==> src/rtl/blackjack_pkg.sv <==
// Shared constants for the blackjack display path: segment patterns, digit slots, converter encodings.
package blackjack_pkg;

    localparam logic [6:0] SEG_0     = 7'h40;
    localparam logic [6:0] SEG_1     = 7'h79;
    localparam logic [6:0] SEG_2     = 7'h24;
    localparam logic [6:0] SEG_3     = 7'h30;
    localparam logic [6:0] SEG_4     = 7'h19;
    localparam logic [6:0] SEG_5     = 7'h12;
    localparam logic [6:0] SEG_6     = 7'h02;
    localparam logic [6:0] SEG_7     = 7'h78;
    localparam logic [6:0] SEG_8     = 7'h00;
    localparam logic [6:0] SEG_9     = 7'h10;
    localparam logic [6:0] SEG_BLANK = 7'h7F;

    localparam logic [2:0] DIG_BAL_ONES      = 3'd0;
    localparam logic [2:0] DIG_BAL_TENS      = 3'd1;
    localparam logic [2:0] DIG_BAL_HUNDREDS  = 3'd2;
    localparam logic [2:0] DIG_BAL_THOUSANDS = 3'd3;
    localparam logic [2:0] DIG_DLR_ONES      = 3'd4;
    localparam logic [2:0] DIG_DLR_TENS      = 3'd5;
    localparam logic [2:0] DIG_USR_ONES      = 3'd6;
    localparam logic [2:0] DIG_USR_TENS      = 3'd7;

    typedef enum logic [1:0] {
        SRC_USER   = 2'd0,
        SRC_DEALER = 2'd1,
        SRC_BAL    = 2'd2
    } src_e;

    typedef enum logic [1:0] {
        S_LOAD  = 2'd0,
        S_SHIFT = 2'd1,
        S_STORE = 2'd2
    } conv_state_e;

    function automatic logic [6:0] seg_decode(input logic [3:0] nib);
        case (nib)
            4'd0:    return SEG_0;
            4'd1:    return SEG_1;
            4'd2:    return SEG_2;
            4'd3:    return SEG_3;
            4'd4:    return SEG_4;
            4'd5:    return SEG_5;
            4'd6:    return SEG_6;
            4'd7:    return SEG_7;
            4'd8:    return SEG_8;
            4'd9:    return SEG_9;
            default: return SEG_BLANK;
        endcase
    endfunction

    function automatic logic [3:0] add3_adj(input logic [3:0] nib);
        return (nib >= 4'd5) ? nib + 4'd3 : nib;
    endfunction

endpackage

==> src/rtl/bin2bcd_serial.sv <==
// Serial double-dabble: 10-bit binary to 4 BCD digits, 10 shifts after the start cycle.
// done is high during the final shift cycle; no backpressure, a new start restarts it.
module bin2bcd_serial
    import blackjack_pkg::*;
(
    input  logic        clk,
    input  logic        rst,
    input  logic        start,
    input  logic [9:0]  bin,
    output logic [15:0] bcd,
    output logic        done
);

    logic [9:0]  sr;
    logic [3:0]  cnt;
    logic [15:0] bcd_adj;

    always_comb begin
        bcd_adj = {add3_adj(bcd[15:12]), add3_adj(bcd[11:8]),
                   add3_adj(bcd[7:4]),   add3_adj(bcd[3:0])};
    end

    assign done = (cnt == 4'd1);

    always_ff @(posedge clk) begin
        if (rst) begin
            sr  <= '0;
            bcd <= '0;
            cnt <= '0;
        end else if (start) begin
            sr  <= bin;
            bcd <= '0;
            cnt <= 4'd10;
        end else if (cnt != 4'd0) begin
            bcd <= (bcd_adj << 1) | {15'd0, sr[9]};
            sr  <= sr << 1;
            cnt <= cnt - 4'd1;
        end
    end

endmodule

==> src/rtl/blackjack_display.sv <==
// Round-robin BCD conversion of user/dealer/balance (12-cycle slots) plus 8-digit 7-seg scan, 1-cycle seg/an latency.
// No handshake with the core; BLANK_LEADING_ZERO_EN blanks leading zero digits.
module blackjack_display
    import blackjack_pkg::*;
#(
    parameter int REFRESH_DIV = 25000
)
(
    input  logic        clk,
    input  logic        rst,
    input  logic [5:0]  user_total,
    input  logic [5:0]  dealer_total,
    input  logic [9:0]  balance,
    output logic [7:0]  user_bcd,
    output logic [7:0]  dealer_bcd,
    output logic [15:0] balance_bcd,
    output logic        conv_valid,
    output logic [6:0]  seg,
    output logic [7:0]  an
);

    localparam int DIV_W = (REFRESH_DIV > 1) ? $clog2(REFRESH_DIV) : 1;
    localparam logic [DIV_W-1:0] DIV_LAST = DIV_W'(REFRESH_DIV - 1);

    conv_state_e state, state_nxt;
    src_e        sel;
    logic        conv_start, conv_store, conv_done;
    logic [9:0]  conv_bin;
    logic [15:0] conv_bcd;

    always_ff @(posedge clk) begin
        if (rst) state <= S_LOAD;
        else     state <= state_nxt;
    end

    always_comb begin
        state_nxt = state;
        case (state)
            S_LOAD:  state_nxt = S_SHIFT;
            S_SHIFT: if (conv_done) state_nxt = S_STORE;
            S_STORE: state_nxt = S_LOAD;
            default: state_nxt = S_LOAD;
        endcase
    end

    always_comb begin
        conv_start = (state == S_LOAD);
        conv_store = (state == S_STORE);
    end

    always_comb begin
        case (sel)
            SRC_USER:   conv_bin = {4'd0, user_total};
            SRC_DEALER: conv_bin = {4'd0, dealer_total};
            default:    conv_bin = balance;
        endcase
    end

    bin2bcd_serial u_conv (
        .clk   (clk),
        .rst   (rst),
        .start (conv_start),
        .bin   (conv_bin),
        .bcd   (conv_bcd),
        .done  (conv_done)
    );

    always_ff @(posedge clk) begin
        if (rst) begin
            sel         <= SRC_USER;
            user_bcd    <= '0;
            dealer_bcd  <= '0;
            balance_bcd <= '0;
            conv_valid  <= 1'b0;
        end else begin
            conv_valid <= conv_store;
            if (conv_store) begin
                case (sel)
                    SRC_USER: begin
                        user_bcd <= conv_bcd[7:0];
                        sel      <= SRC_DEALER;
                    end
                    SRC_DEALER: begin
                        dealer_bcd <= conv_bcd[7:0];
                        sel        <= SRC_BAL;
                    end
                    default: begin
                        balance_bcd <= conv_bcd;
                        sel         <= SRC_USER;
                    end
                endcase
            end
        end
    end

    logic [DIV_W-1:0] div_cnt;
    logic [2:0]       dig_idx;
    logic [3:0]       dig_nib;
    logic             dig_blank;

    always_ff @(posedge clk) begin
        if (rst) begin
            div_cnt <= '0;
            dig_idx <= '0;
        end else if (div_cnt == DIV_LAST) begin
            div_cnt <= '0;
            dig_idx <= dig_idx + 3'd1;
        end else begin
            div_cnt <= div_cnt + 1'b1;
        end
    end

    always_comb begin
        dig_nib   = 4'd0;
        dig_blank = 1'b0;
        case (dig_idx)
            DIG_BAL_ONES:      dig_nib = balance_bcd[3:0];
            DIG_BAL_TENS:      dig_nib = balance_bcd[7:4];
            DIG_BAL_HUNDREDS:  dig_nib = balance_bcd[11:8];
            DIG_BAL_THOUSANDS: dig_nib = balance_bcd[15:12];
            DIG_DLR_ONES:      dig_nib = dealer_bcd[3:0];
            DIG_DLR_TENS:      dig_nib = dealer_bcd[7:4];
            DIG_USR_ONES:      dig_nib = user_bcd[3:0];
            default:           dig_nib = user_bcd[7:4];
        endcase
`ifdef BLANK_LEADING_ZERO_EN
        // A digit is a leading zero when it and every more significant digit are zero.
        case (dig_idx)
            DIG_BAL_TENS:      dig_blank = (balance_bcd[15:4] == 12'd0);
            DIG_BAL_HUNDREDS:  dig_blank = (balance_bcd[15:8] == 8'd0);
            DIG_BAL_THOUSANDS: dig_blank = (balance_bcd[15:12] == 4'd0);
            DIG_DLR_TENS:      dig_blank = (dealer_bcd[7:4] == 4'd0);
            DIG_USR_TENS:      dig_blank = (user_bcd[7:4] == 4'd0);
            default:           dig_blank = 1'b0;
        endcase
`else
        dig_blank = 1'b0;
`endif
    end

    always_ff @(posedge clk) begin
        if (rst) begin
            seg <= SEG_BLANK;
            an  <= 8'hFF;
        end else begin
            an  <= ~(8'd1 << dig_idx);
            seg <= dig_blank ? SEG_BLANK : seg_decode(dig_nib);
        end
    end

endmodule
==> config.mk <==
export PLATFORM = sky130hd
export DESIGN_NAME = blackjack_display
export DESIGN_NICKNAME = d
export VERILOG_FILES = /design/src/rtl/blackjack_pkg.sv /design/src/rtl/bin2bcd_serial.sv /design/src/rtl/blackjack_display.sv
export SDC_FILE = /design/constraint.sdc
export NUM_CORES = 1
export LEC_CHECK = 0
export ABC_AREA = 1
export CORE_MARGIN = 3
export CORE_UTILIZATION = 36
export CTS_CLUSTER_SIZE = 8
export DETAILED_ROUTE_END_ITERATION = 6
export GPL_TIMING_DRIVEN = 1
export REMOVE_ABC_BUFFERS = 1
export SETUP_SLACK_MARGIN = 0.2
export SYNTH_ARGS = -nofsm -noshare
export SYNTH_HDL_FRONTEND = slang
export SYNTH_SLANG_ARGS = --single-unit
export TNS_END_PERCENT = 1
==> constraint.sdc <==
create_clock -name clk -period 1.85 [get_ports clk]
set_input_delay 0.37 -clock clk [delete_from_list [all_inputs] [get_ports clk]]
set_output_delay 0.37 -clock clk [all_outputs]
set_load 0.02 [all_outputs]
# After elaboration in Yosys (flattened, before gate mapping)
# Memories as Yosys holds them, arrays and structs flattened. A register that Yosys moved wholly into a read port is not among the register bits.
# Index checks and enable logic that the tools add are counted.
dict set report op_classes {
  n_addsub 7
  order_cmp 4
  eq_ne 12
  shifts 1
  n_mux 13
  n_bitwise 3
  n_reduce_logical 11
}
# op n
set op_table {}
lappend op_table {{$pmux 4 s7} 1}
lappend op_table {{$mux 10} 2}
lappend op_table {{$mux 4} 5}
lappend op_table {{$pmux 10 s2} 1}
lappend op_table {{$ge 4x3->1 const B} 4}
lappend op_table {{$or 16x1->16} 1}
lappend op_table {{$add 15x1->15 const B} 1}
lappend op_table {{$eq 15x15->1 const B} 1}
lappend op_table {{$add 4x2->4 const B} 3}
lappend op_table {{$eq 3x3->1 const B} 3}
lappend op_table {{$not 8->8} 1}
lappend op_table {{$pmux 2 s2} 2}
lappend op_table {{$shl 1x3->8 const A} 1}
lappend op_table {{$eq 3x2->1 const B} 2}
lappend op_table {{$reduce_and 2->1} 3}
lappend op_table {{$reduce_or 2->1} 3}
lappend op_table {{$eq 2x1->1 const B} 2}
lappend op_table {{$eq 4x1->1 const B} 1}
lappend op_table {{$logic_not 2->1} 2}
lappend op_table {{$reduce_bool 4->1} 1}
lappend op_table {{$sub 4x1->4 const B} 1}
lappend op_table {{$add 3x1->3 const B} 1}
lappend op_table {{$add 3x2->3 const B} 1}
lappend op_table {{$eq 3x1->1 const B} 1}
lappend op_table {{other kinds (7)} 7}
dict set report totals {
  ff_bits 93
  mem_bits_ro 112
  in_bits 24
  wordCells 65
  memories 1
}
# name words width rd rd_clocked_by_memory_dff wr line_no
set memory_table {}
lappend memory_table {{(no name shown)} 16 7 1 1 0 blackjack_pkg.sv:38} ;# case (nib)

# Depth between registers and ports, before layout
dict set report logic_depth {
  depth_word 4
  ltp_mapped 15
}

# Modules after synthesis
# Synthesis repeated with hierarchy kept, for this count alone.
dict set report unflattened {
  hier_cells 687
  area_unflattened_um2 4790.8
}
# mod instances cells_per_inst area_per_inst_um2 seq_area_each_um2
set modules_own_cells {}
lappend modules_own_cells {blackjack_display 1 453 3230.6 1401.3}
lappend modules_own_cells {bin2bcd_serial 1 234 1560.2 600.6}

# Worst setup path before layout
# Ideal clock, no wire load.
dict set report synth_path {
  path_kind {reg2reg}
  from {register dig_idx[2]}
  to {register seg[1]}
  arrival_ns 1.955
  required_ns 1.792
  slack_ns -0.163
  stages_incl_launch_ff 12
  n_path_buf 0
  synth_period_minus_slack_ns 2.013
  cell_sequence {dfxtp_1 inv_4 ha_1 nor2_1 nand2_1 inv_1 nand2_1 nand3_1 inv_1 ha_1 or2_2 nand2_1}
}
dict set report synth_via {
  elab_chain_cells 2
}
# element line_no
set synth_lines {}
lappend synth_lines {{from (decl)} blackjack_display.sv:97} ;# logic [2:0] dig_idx;
lappend synth_lines {{from (signal assigned)} blackjack_display.sv:107} ;# dig_idx <= dig_idx + 3'd1;
lappend synth_lines {{$eq 3x3->1 (tied with other cells)} blackjack_display.sv:116} ;# case (dig_idx)
lappend synth_lines {{$pmux 4 s7 *} blackjack_display.sv:116}
lappend synth_lines {{to (decl)} blackjack_display.sv:18} ;# output logic [6:0] seg,
# Mark *: on every way between the ends. The rest lies on a longest branch, timed or not.
# A chain may end at the register's enable or synchronous reset.

# Worst setup path after layout
dict set report layout_path {
  from {register dig_idx[0]}
  to {register seg[5]}
}
# The elaborated chain is that of the path after synthesis.

==> impl_metrics.yaml <==
grt:
  grt_max_degree: 29
  gr-total-overflow: 0
  grt_first_pass_wirelength_um: 20800
  antenna_found_initial: 0
  track_usage_pct: 17.8
  grt_pass1_vias: 4367
sta:
  period_share_pct: 98.9
  holdWs_ns: 0.418
  tightest_slew_ns: 0.478
  finalSetupViolations: 0
  rsz0062_at_grt: "true"
  fin_skew_ns: 0.00547
  hold_viol: 0
  fmax_ghz: 0.547
  worst_slack_ns: 0.0208
  fin_crit_ns: 1.83
  fin_setup_tns_ns: 0
  slew_viol_final: 0
  slew_headroom_pct: 68.1
synthesis:
  syn-cell-area_um2: 4720
  synthCells: 656
  netlist_top_cells_area: "dfxtp_1 42%, nand2_1 12%, a21oi_1 6.4%"
  avgSynthCellArea_um2: 7.19
  yosysTopAreaCell: "dfxtp_1"
  yosysWarningCount: 0
  synthDistinctLibCells: 37
  synth_top_area_share_pct: 42.5
  ys_seq_area_share_pct: 42.5
  synth_seq_cells: 100
placement:
  dpl-instance-area_um2: 5800
  dp_cells: 912
  io_buffers: 71
  preCtsSetupSlack_ns: -0.137
  gp_congestion: 0.831
  post-dp-hpwl_um: 9260
floorplanning:
  core_area_um2: 12700
  io_pins: 72
  die_y_um: 120
  dieArea_um2: 14500
  rows: 41
  fp.dieW_um: 120
  initial_utilization_pct: 37.1
cells_and_area:
  design_area_um2: 6440
  nFillCells: 1294
  fin_util_pct: 50.7
  stdcell_count: 933
  final_nets: 798
  syn_to_final_growth_pct: 36.7
  antennaDiodeCount: 0
  layout-drive-gt1-share_pct: 15.2
critical_path:
  crit_top_cell: "nand2_1"
  regToRegStartpoint: "dig_idx[0]"
  timing.rr.end: "seg[5]"
  crit_fanout: 4
  path_class: "flop to flop"
  reg2reg_slack_ns: 0.02
  slowest_stage: "dfxtp_4"
  required_ns: 2.08
  worstSetupEndpointType: "flop"
  arrival_ns: 2.06
  startpoint_type: "flop"
  r2r_cells: 13
  slowest_delay_ns: 0.37
  crit_chain: "ha_4, ha_4, nand2_1, nand2_1, nor2_2, nand3_2, buf_6, ha_2, nand3b_1, nand2_1, inv_1, nand2_1, nand2_1"
status:
  status: "complete, no violations"
power:
  seqPwrFrac_pct: 48.3
  design_power_total_mw: 4.67
  internal_power_mw: 3.56
  clkPwrFrac_pct: 43.6
  p_per_area_nw_per_um2: 725
  switching_share_pct: 23.9
  leakage_nw: 3.20
  ir_worst_vdd_v: 0.000384
  combPwrFrac_pct: 8.1
  switchingPower_mw: 1.12
clock_tree:
  cts_tree: "done"
  clockRootBuffer: "clkbuf_16"
  clk_pin_slew_ns: 0.07
  htreeDepth: 3
  cts_sinks: 100
  clock_path_buffers: 2
  cts_buffers: 9
  clock_latency_ns: 0.35
  cts_hold_buf: 0
routing:
  antenna_left: 0
  drc_errors: 0
  drt_wl_total_um: 12500
  dr.pass1.iters: 5
  num_vias: 4484
  wl_per_cell_um: 13.4
  drtIter0Drc: 258
  detail_route.vias_per_cell: 4.81
min_path:
  holdPathStages: 1
  min_from: "div_cnt[0]"
  hold_class: "flop to flop"
  min_to: "div_cnt[0]"
flow_run:
  drv_cap: 0
layout make-up:
cell class / count / area, µm² / share of cell area, %
clock buffers: 9 / 225 / 3.49
clock inverters: 7 / 98.8 / 1.53
inverters: 77 / 292 / 4.52
multi-input cells: 456 / 2470 / 38.3
flip-flops and latches: 100 / 2010 / 31.2
well taps: 172 / 215 / 3.34
repair buffers: 112 / 1130 / 17.6
Yosys cell counts (all sizes together):
cell    count
nand3      55
a32oi       1
nand2     154
xor2        6
a22oi       1
nor3b       2
a21oi      61
nor2       63
o31ai       1
buf        11
clkinv      1
ha         18
o21bai      3
or3         1
a31oi       6
o32ai       1
nor3        8
o21ai      56
or2         5
inv        76
nand4       5
clkbuf     12
o211ai      3
dfxtp     100
nand3b      4
nor4        2
placed cells by master, fill, tap and decap left out, types with 4 or more instances in the layout:
cell and count:
nand2_1 142, dfxtp_1 95, inv_1 67, a21oi_1 60
o21ai_0 56, nand3_1 51, nor2_1 48, dlymetal6s2s_1 43
buf_4 39, clkdlybuf4s50_1 27, nand2_2 10, ha_1 10
nor2_2 9, clkbuf_16 9, inv_2 8, nor3_1 8
nor2_4 6, xor2_1 6, a31oi_1 6, ha_4 6
nand4_1 5, nand3_2 4, clkinvlp_4 4
registers in the layout, summed over array words and instances, names as in the netlist:
| register | flops |
|---|---|
| an | 8 |
| u_conv.sr | 10 |
| balance_bcd | 16 |
| div_cnt | 15 |
| seg | 7 |
| u_conv.bcd | 16 |
| user_bcd | 8 |
| u_conv.cnt | 4 |
| dig_idx | 3 |
| state | 2 |
| sel | 2 |
| dealer_bcd | 8 |
| conv_valid | 1 |
metal layers:
layer	part of all wire [%]	global-route usage (%)
met3	4.8	3.84
met4	2.1	8.14
met1	44	21.8
met5	0	0
met2	49	29.8
how the worst max path moves through the flow:
| stage | to | slack [ns] | cells past startpoint | from |
|---|---|---|---|---|
| after floorplan | seg[1] | -0.31 | 11 | dig_idx[2] |
| after global routing | seg[5] | -0.08 | 13 | dig_idx[0] |
| after global placement | seg[1] | -0.08 | 11 | dig_idx[0] |
| after CTS | seg[5] | 0.03 | 12 | dig_idx[0] |
| final | seg[5] | 0.02 | 13 | dig_idx[0] |
| after detailed placement | seg[1] | -0.14 | 11 | dig_idx[0] |
critical path, delay by kind of cell (launching register included):
family	cells	cell delay, ns
adder cells (fa/ha/maj)	3	0.50
AND/OR/NAND/NOR	8	0.67
flip-flops	1	0.37
buffers and inverters	2	0.18
logic make-up after synthesis:
family	after synthesis	synth area share [%]
buf+inv	100	8.65
compound gates	133	15.1
fa+ha+maj	18	4.78
simple gates	299	27.9
flops	100	42.5
xor+xnor	6	1.11
power groups by stage:
stage | Clock, mW | Sequential (mW) | Combinational, mW
after detailed placement | 0 | 2.31 | 0.382
after CTS | 2.09 | 2.26 | 0.383
final | 2.04 | 2.26 | 0.377
after floorplan | 0 | 2.31 | 0.200
after global placement | 0 | 2.31 | 0.373
after global routing | 2.18 | 2.27 | 0.430
timing repair:
| item | CTS | global route |
|---|---|---|
| pin swaps | 17 | 7 |
| gates resized for setup | 32 | 63 |
| endpoints found under the setup margin | 40 | 54 |
| setup buffers | 5 | 0 |
Note: power is estimated with default switching activity, not from simulation.
